--- config.mk ---
export PLATFORM = sky130hd
export DESIGN_NAME = multi_timer
export DESIGN_NICKNAME = d
export VERILOG_FILES = /design/src/rtl/multi_timer.sv
export SDC_FILE = /design/constraint.sdc
export NUM_CORES = 1
export LEC_CHECK = 0
export ABC_AREA = 1
export BUFFER_PORTS_ARGS = -buffer_cell sky130_fd_sc_hd__buf_2
export CORE_MARGIN = 10
export CORE_UTILIZATION = 25
export DETAILED_ROUTE_END_ITERATION = 7
export SLEW_MARGIN = 5
export SYNTH_ARGS = -nofsm -noshare
export SYNTH_HDL_FRONTEND = slang
export SYNTH_SLANG_ARGS = --single-unit
--- constraint.sdc ---
create_clock -name clk -period 2.3 [get_ports clk]
set_input_delay 0.23 -clock clk [delete_from_list [all_inputs] [get_ports clk]]
set_output_delay 0.23 -clock clk [all_outputs]
set_load 0.05 [all_outputs]
--- src/rtl/multi_timer.sv ---
// Bank of NCH register-mapped down-counting timers with per-channel masked interrupts.
// Optional per-channel prescaler in CTRL[11:4] is enabled by defining MULTI_TIMER_PRESCALE_EN.
module multi_timer #(
  parameter int unsigned NCH   = 2,
  parameter int unsigned CNT_W = 32
) (
  input  logic             clk,
  input  logic             reset,
  input  logic [31:2]      Addr,
  input  logic             WE,
  input  logic [31:0]      Din,
  output logic [31:0]      Dout,
  output logic             IRQ,
  output logic [NCH-1:0]   IRQ_vec
);

  localparam int unsigned PSC_W = 8;

  localparam logic [1:0] REG_CTRL   = 2'd0;
  localparam logic [1:0] REG_PRESET = 2'd1;
  localparam logic [1:0] REG_COUNT  = 2'd2;
  localparam logic [1:0] REG_STATUS = 2'd3;

  typedef enum logic [1:0] {
    ST_IDLE = 2'b00,
    ST_LOAD = 2'b01,
    ST_CNT  = 2'b10,
    ST_DONE = 2'b11
  } state_e;

  logic [1:0] sel_ch;
  logic [1:0] sel_reg;

  state_e             state_q  [NCH];
  state_e             state_d  [NCH];
  logic               en_q     [NCH];
  logic               en_d     [NCH];
  logic [1:0]         mode_q   [NCH];
  logic [1:0]         mode_d   [NCH];
  logic               im_q     [NCH];
  logic               im_d     [NCH];
  logic               pend_q   [NCH];
  logic               pend_d   [NCH];
  logic [CNT_W-1:0]   preset_q [NCH];
  logic [CNT_W-1:0]   preset_d [NCH];
  logic [CNT_W-1:0]   count_q  [NCH];
  logic [CNT_W-1:0]   count_d  [NCH];
  logic               tick     [NCH];
  logic               wr_ch    [NCH];

`ifdef MULTI_TIMER_PRESCALE_EN
  logic [PSC_W-1:0]   psc_q    [NCH];
  logic [PSC_W-1:0]   psc_d    [NCH];
  logic [PSC_W-1:0]   pcnt_q   [NCH];
  logic [PSC_W-1:0]   pcnt_d   [NCH];
`endif

  logic unused_bits;

  assign sel_ch  = Addr[5:4];
  assign sel_reg = Addr[3:2];

`ifdef MULTI_TIMER_PRESCALE_EN
  assign unused_bits = ^{Addr[31:6], Din[31:12]};
`else
  assign unused_bits = ^{Addr[31:6], Din[31:12], Din[11:4]};
`endif

  // State and register file
  always_ff @(posedge clk) begin
    if (reset) begin
      for (int unsigned i = 0; i < NCH; i++) begin
        state_q[i]  <= ST_IDLE;
        en_q[i]     <= 1'b0;
        mode_q[i]   <= 2'b00;
        im_q[i]     <= 1'b0;
        pend_q[i]   <= 1'b0;
        preset_q[i] <= '0;
        count_q[i]  <= '0;
`ifdef MULTI_TIMER_PRESCALE_EN
        psc_q[i]    <= '0;
        pcnt_q[i]   <= '0;
`endif
      end
    end else begin
      for (int unsigned i = 0; i < NCH; i++) begin
        state_q[i]  <= state_d[i];
        en_q[i]     <= en_d[i];
        mode_q[i]   <= mode_d[i];
        im_q[i]     <= im_d[i];
        pend_q[i]   <= pend_d[i];
        preset_q[i] <= preset_d[i];
        count_q[i]  <= count_d[i];
`ifdef MULTI_TIMER_PRESCALE_EN
        psc_q[i]    <= psc_d[i];
        pcnt_q[i]   <= pcnt_d[i];
`endif
      end
    end
  end

  // Per-channel next state: a CPU write to a channel freezes its FSM and counter that cycle
  always_comb begin
    for (int unsigned i = 0; i < NCH; i++) begin
      state_d[i]  = state_q[i];
      en_d[i]     = en_q[i];
      mode_d[i]   = mode_q[i];
      im_d[i]     = im_q[i];
      pend_d[i]   = pend_q[i];
      preset_d[i] = preset_q[i];
      count_d[i]  = count_q[i];
`ifdef MULTI_TIMER_PRESCALE_EN
      psc_d[i]    = psc_q[i];
      pcnt_d[i]   = pcnt_q[i];
      tick[i]     = (pcnt_q[i] == psc_q[i]);
`else
      tick[i]     = 1'b1;
`endif
      wr_ch[i]    = WE && (sel_ch == 2'(i));

      if (wr_ch[i]) begin
        case (sel_reg)
          REG_CTRL: begin
            en_d[i]   = Din[0];
            mode_d[i] = Din[2:1];
            im_d[i]   = Din[3];
`ifdef MULTI_TIMER_PRESCALE_EN
            psc_d[i]  = Din[11:4];
`endif
          end
          REG_PRESET: preset_d[i] = Din[CNT_W-1:0];
          REG_COUNT:  ;
          REG_STATUS: if (Din[0]) pend_d[i] = 1'b0;
        endcase
      end else begin
        case (state_q[i])
          ST_IDLE: if (en_q[i]) state_d[i] = ST_LOAD;
          ST_LOAD: begin
            count_d[i] = preset_q[i];
`ifdef MULTI_TIMER_PRESCALE_EN
            pcnt_d[i]  = '0;
`endif
            state_d[i] = ST_CNT;
          end
          ST_CNT: begin
            if (!en_q[i]) begin
              state_d[i] = ST_IDLE;
            end else if (tick[i]) begin
              // PRESET of 0 or 1 both expire on the first tick
              if (count_q[i] > CNT_W'(1)) begin
                count_d[i] = count_q[i] - CNT_W'(1);
              end else begin
                count_d[i] = '0;
                pend_d[i]  = 1'b1;
                state_d[i] = ST_DONE;
              end
            end
`ifdef MULTI_TIMER_PRESCALE_EN
            pcnt_d[i] = tick[i] ? '0 : pcnt_q[i] + PSC_W'(1);
`endif
          end
          ST_DONE: begin
            if (mode_q[i] == 2'b01) begin
              state_d[i] = ST_LOAD;
            end else begin
              en_d[i]    = 1'b0;
              state_d[i] = ST_IDLE;
            end
          end
          default: state_d[i] = ST_IDLE;
        endcase
      end
    end
  end

  // Combinational read mux; unimplemented channels read as zero
  always_comb begin
    Dout = '0;
    for (int unsigned i = 0; i < NCH; i++) begin
      if (sel_ch == 2'(i)) begin
        case (sel_reg)
`ifdef MULTI_TIMER_PRESCALE_EN
          REG_CTRL:   Dout = {20'd0, psc_q[i], im_q[i], mode_q[i], en_q[i]};
`else
          REG_CTRL:   Dout = {28'd0, im_q[i], mode_q[i], en_q[i]};
`endif
          REG_PRESET: Dout = 32'(preset_q[i]);
          REG_COUNT:  Dout = 32'(count_q[i]);
          REG_STATUS: Dout = {29'd0, state_q[i], pend_q[i]};
        endcase
      end
    end
  end

  for (genvar g = 0; g < int'(NCH); g++) begin : g_irq
    assign IRQ_vec[g] = pend_q[g] & im_q[g];
  end

  assign IRQ = |IRQ_vec;

endmodule

-- Word-level counts from Yosys, hierarchy flattened
Memory sizes are Yosys's and may differ from the RTL's.
Index checks and enable logic that the tools add are counted.
- muxes and demuxes: 73
- eq/ne operators: 12
- $lt $le $gt $ge: 2
- reduce and logical (&&, ||, !) cells: 7
- add/sub/neg operators: 2
- bitwise operators: 16
- operators by type and width (kind ; number):
    $mux 32 ; 16
    $pmux 32 s4 ; 2
    $pmux 32 s2 ; 2
    $gt 32x1->1 const B ; 2
    $sub 32x1->32 const B ; 2
    $mux 1 ; 35
    $mux 2 ; 16
    $pmux 2 s4 ; 2
    $or 1x1->1 ; 14
    $eq 2x1->1 const B ; 6
    $eq 2x2->1 const B ; 6
    $logic_not 2->1 ; 4
    $and 1x1->1 ; 2
    $logic_and 1x1->1 ; 2
    $reduce_or 2->1 ; 1
- output and inout port bits: 35
- memories kept: 7
- register bits after elaboration: 0
- input port bits: 65
- memory bits (writable): 142
- memory list (name ; words ; width ; rd ports ; clocked after memory_dff ; wr ports ; RTL line ; text):
    count_q ; 2 ; 32 ; 2 ; 0 ; 2 ; 46 ; logic [CNT_W-1:0] count_q [NCH];
    preset_q ; 2 ; 32 ; 2 ; 0 ; 2 ; 44 ; logic [CNT_W-1:0] preset_q [NCH];
    mode_q ; 2 ; 2 ; 2 ; 0 ; 2 ; 38 ; logic [1:0] mode_q [NCH];
    state_q ; 2 ; 2 ; 2 ; 0 ; 2 ; 34 ; state_e state_q [NCH];
    en_q ; 2 ; 1 ; 2 ; 0 ; 2 ; 36 ; logic en_q [NCH];
    im_q ; 2 ; 1 ; 2 ; 0 ; 2 ; 40 ; logic im_q [NCH];
    +1 memories ; n/a ; n/a ; n/a ; n/a ; n/a ; n/a ;

-- Logic depth before layout (Yosys ltp)
An unclocked memory read counts as a cell.
- depth in word-level cells: 7
- depth in mapped cells: 11

-- Least setup slack after synthesis
OpenSTA, ideal clock, no wires.
- path type: in2out
- from: input Addr[3] (netlist bit)
- to: output Dout[1]
- setup slack: 48 ps
- stages on the path: 6
- arrival time: 2022 ps
- path through: buf_4 -> nor2_4 -> buf_2 -> buf_2 -> a221oi_1 -> o21ai_0
- longest elaborated chain between the ends: 4
- elaborated cells on any way between the ends: 8
- ends and longest elaborated chain (item ; RTL line ; text):
    from (decl) ; 9 ; input logic [31:2] Addr,
    $eq 2x2->1, or another cell as far along ; 181 ; case (sel_reg)
    $pmux 32 s4 ; 181 ;
    $mux 32 ; 180 ; if (sel_ch == 2'(i)) begin
    $mux 32 (*) ; 180 ;
    to (decl) ; 12 ; output logic [31:0] Dout,
Mark *: on every way between the ends. The rest lies on a longest branch, timed or not.

==> flow_summary.json <==
{
  "fmax_mhz": 457,
  "first_global_vias": 8549,
  "status": "finished clean",
  "cap_violations": 0,
  "min_path_cells": 3,
  "layout.nets": 1466,
  "io_buffers": 73,
  "avgRoutedWirePerCell_microns": 16.8,
  "dr.pass1.iters": 5,
  "drt_wl_total_mm": 31.2,
  "synth_edf_count": 0,
  "core_region_area_sq_um": 34400,
  "crit_type": "register to register",
  "design_area_sq_um": 10100,
  "cts_buffer_depth": 2,
  "arrival_ns": 2.55,
  "antenna_found_initial": 0,
  "synth-seq-cells": 142,
  "cts_tree": "yes",
  "r2r_start": "count_q[0][0]",
  "r2r-end": "count_q[0][14]",
  "vias": 9217,
  "grt_max_degree": 95,
  "num_rows": 68,
  "relSlewSlack_pct": 38.4,
  "syn_nets": 1420,
  "reg2reg_depth": 9,
  "min_to": "preset_q[0][29]",
  "p_total_mw": 12.6,
  "die_area_sq_um": 42500,
  "fin_crit_sh_pct": 95.2,
  "cts_made_buffers": 17,
  "whs_ns": 0.0422,
  "fin_cells": 1861,
  "drtIter0Drc": 706,
  "max_slew.worst_pin.slew_ns": 0.924,
  "gp_congestion": 0.941,
  "hp-start": "Din[29]",
  "grt_use_total_pct": 14.2,
  "fin_crit_ns": 2.19,
  "area_growth_pct": 16.6,
  "synth_area_per_cell_sq_um": 6.43,
  "slew_viol_final": 0,
  "powerDensity_nw_per_um2": 1250,
  "postRouteAntennaNets": 0,
  "setup_ws_ns": 0.111,
  "hold_viol_final": 0,
  "place_ws_ns": 0.0705,
  "overflow": 0,
  "dpl-instance-area_sq_um": 9480,
  "io_pins": 100,
  "final_core_util_pct": 29.4,
  "drcViolationCount": 0,
  "worstSetupStartpointType": "register",
  "path_clk_slew_ns": 0.06,
  "timing.reg2reg.setup_slack_ns": 0.11,
  "grt_pass1_wl_mm": 47.6,
  "yosys.cell_types.count": 37,
  "critical_path_peak_fanout": 16,
  "n_antenna_cell": 0,
  "htreeDepth": 4,
  "netlist_instances": 1347,
  "drive_above_1_share_pct": 12.4,
  "clk_latency_ns": 0.44,
  "clock-sinks": 142,
  "dieWidth_microns": 206,
  "critical_path.endpoint_type": "register",
  "fin_tns_setup_ns": 0,
  "crit_required_ns": 2.67,
  "yosysWarnings": 0,
  "die_y_microns": 206,
  "async_flop_share_pct": 0,
  "ys.flop_type": "dfxtp_1",
  "finalSetupViolations": 0,
  "min_path_type": "input pin to register",
  "rsz0062_at_grt": "false",
  "via_per_inst": 4.95,
  "clock_skew_ns": 0.00839,
  "dp.cells": 1827,
  "synth_seq_area_share_pct": 32.8,
  "clockRootBuffer": "clkbuf_16",
  "leakage_nw": 4.26,
  "initial_core_util_pct": 25.2,
  "vdd.ir_drop.worst_uv": 605,
  "post-dp-hpwl_mm": 22.7,
  "synthesis.area_sq_um": 8660
}
-- routing by layer --
layer  vias to the layer above  GRT usage [%]  share of wire [%]
met2                       333           23.6                 48
met3                        66           2.26                5.5
li1                       4578              -                  -
met5                         -              0                  0
met1                      4240           17.4                 42
met4                         0           7.35                4.7
-- Yosys cell counts, types with 10 or more instances --
library cell,instances,area (sq um)
nor2_2,10,62.6
nand4_1,12,75.1
inv_1,108,405
nor2_1,229,860
nand2_1,218,818
xor2_1,25,219
dfxtp_1,142,2840
nor2_4,10,113
clkbuf_1,32,120
nand3_1,61,305
o22ai_1,15,93.8
o21ai_0,210,1050
buf_2,19,95.1
a21oi_1,152,761
a22o_1,28,245
-- cells in the final DEF (no fill, tap or decap), drive strengths merged --
cell	instances
nor2	251
dfxtp	142
o21ai	218
bufinv	3
a21oi	155
ha	8
o31ai	2
a21o	1
clkbuf	18
a211oi	3
a31oi	2
o22ai	15
xor2	25
clkinvlp	2
nor3b	1
o21bai	1
buf	95
nand4	12
inv	119
nand3	62
a22o	28
nand2	228
a221oi	4
clkinv	11
-- state kept, by name, indices dropped and copies added (netlist names) --
| name | flops |
|---|---|
| im_q | 2 |
| preset_q | 64 |
| count_q | 64 |
| pend_q | 2 |
| mode_q | 4 |
| state_q | 4 |
| en_q | 2 |
-- worst max-delay path, stage by stage (launching register included) --
cell and delay, ns:
dfxtp_1 0.36, inv_1 0.10, ha_1 0.24, nand2_2 0.13, nor2_4 0.09, nand2_4 0.08
nand2_2 0.09, a21oi_2 0.71, nand3_1 0.15, a21oi_1 0.17
-- how the worst max path moves through the flow --
stage                             start              to  slack, ns  cells after the start
after floorplan                 Addr[3]         Dout[1]       0.05                      6
after global placement    count_q[0][0]   count_q[0][3]       0.09                      9
after detailed placement  count_q[0][0]   count_q[0][3]       0.07                      9
after CTS                 count_q[0][0]   count_q[0][3]       0.05                      9
after global routing      count_q[0][0]  count_q[0][17]      0.003                      9
final                     count_q[0][0]  count_q[0][14]       0.11                      9
-- cell families after synthesis --
family	count (synthesis)	synth area share, %
AOI/OAI and AO/OA	428	26.9
xor gates and xnor gates	25	2.53
adders and majority gates	8	1.16
buffers and inverters	191	9.57
DFF	142	32.8
and+or+nand+nor	553	27.0
-- layout make-up --
| type | instances | area [sq um] |
|---|---|---|
| inverter | 121 | 457 |
| clock inverter | 14 | 169 |
| sequential | 142 | 2840 |
| tap | 455 | 569 |
| clock buffer | 18 | 429 |
| multi-input combinational | 1016 | 5010 |
| fill | 3830 | 24300 |
| timing repair buffer | 95 | 626 |
-- where the power goes --
part | total (mW) | internal (mW) | switching [mW]
combinational | 6.41 | 1.89 | 4.52
clock | 2.88 | 1.71 | 1.18
sequential | 3.30 | 2.85 | 0.449
total | 12.6 | 6.45 | 6.14
-- repair_timing --
action,in CTS,in global routing
setup buffers,0,0
gates resized for setup,0,1
hold buffers,0,0
endpoints found under the setup margin,0,49
Note: power is estimated with default switching activity, not from simulation.
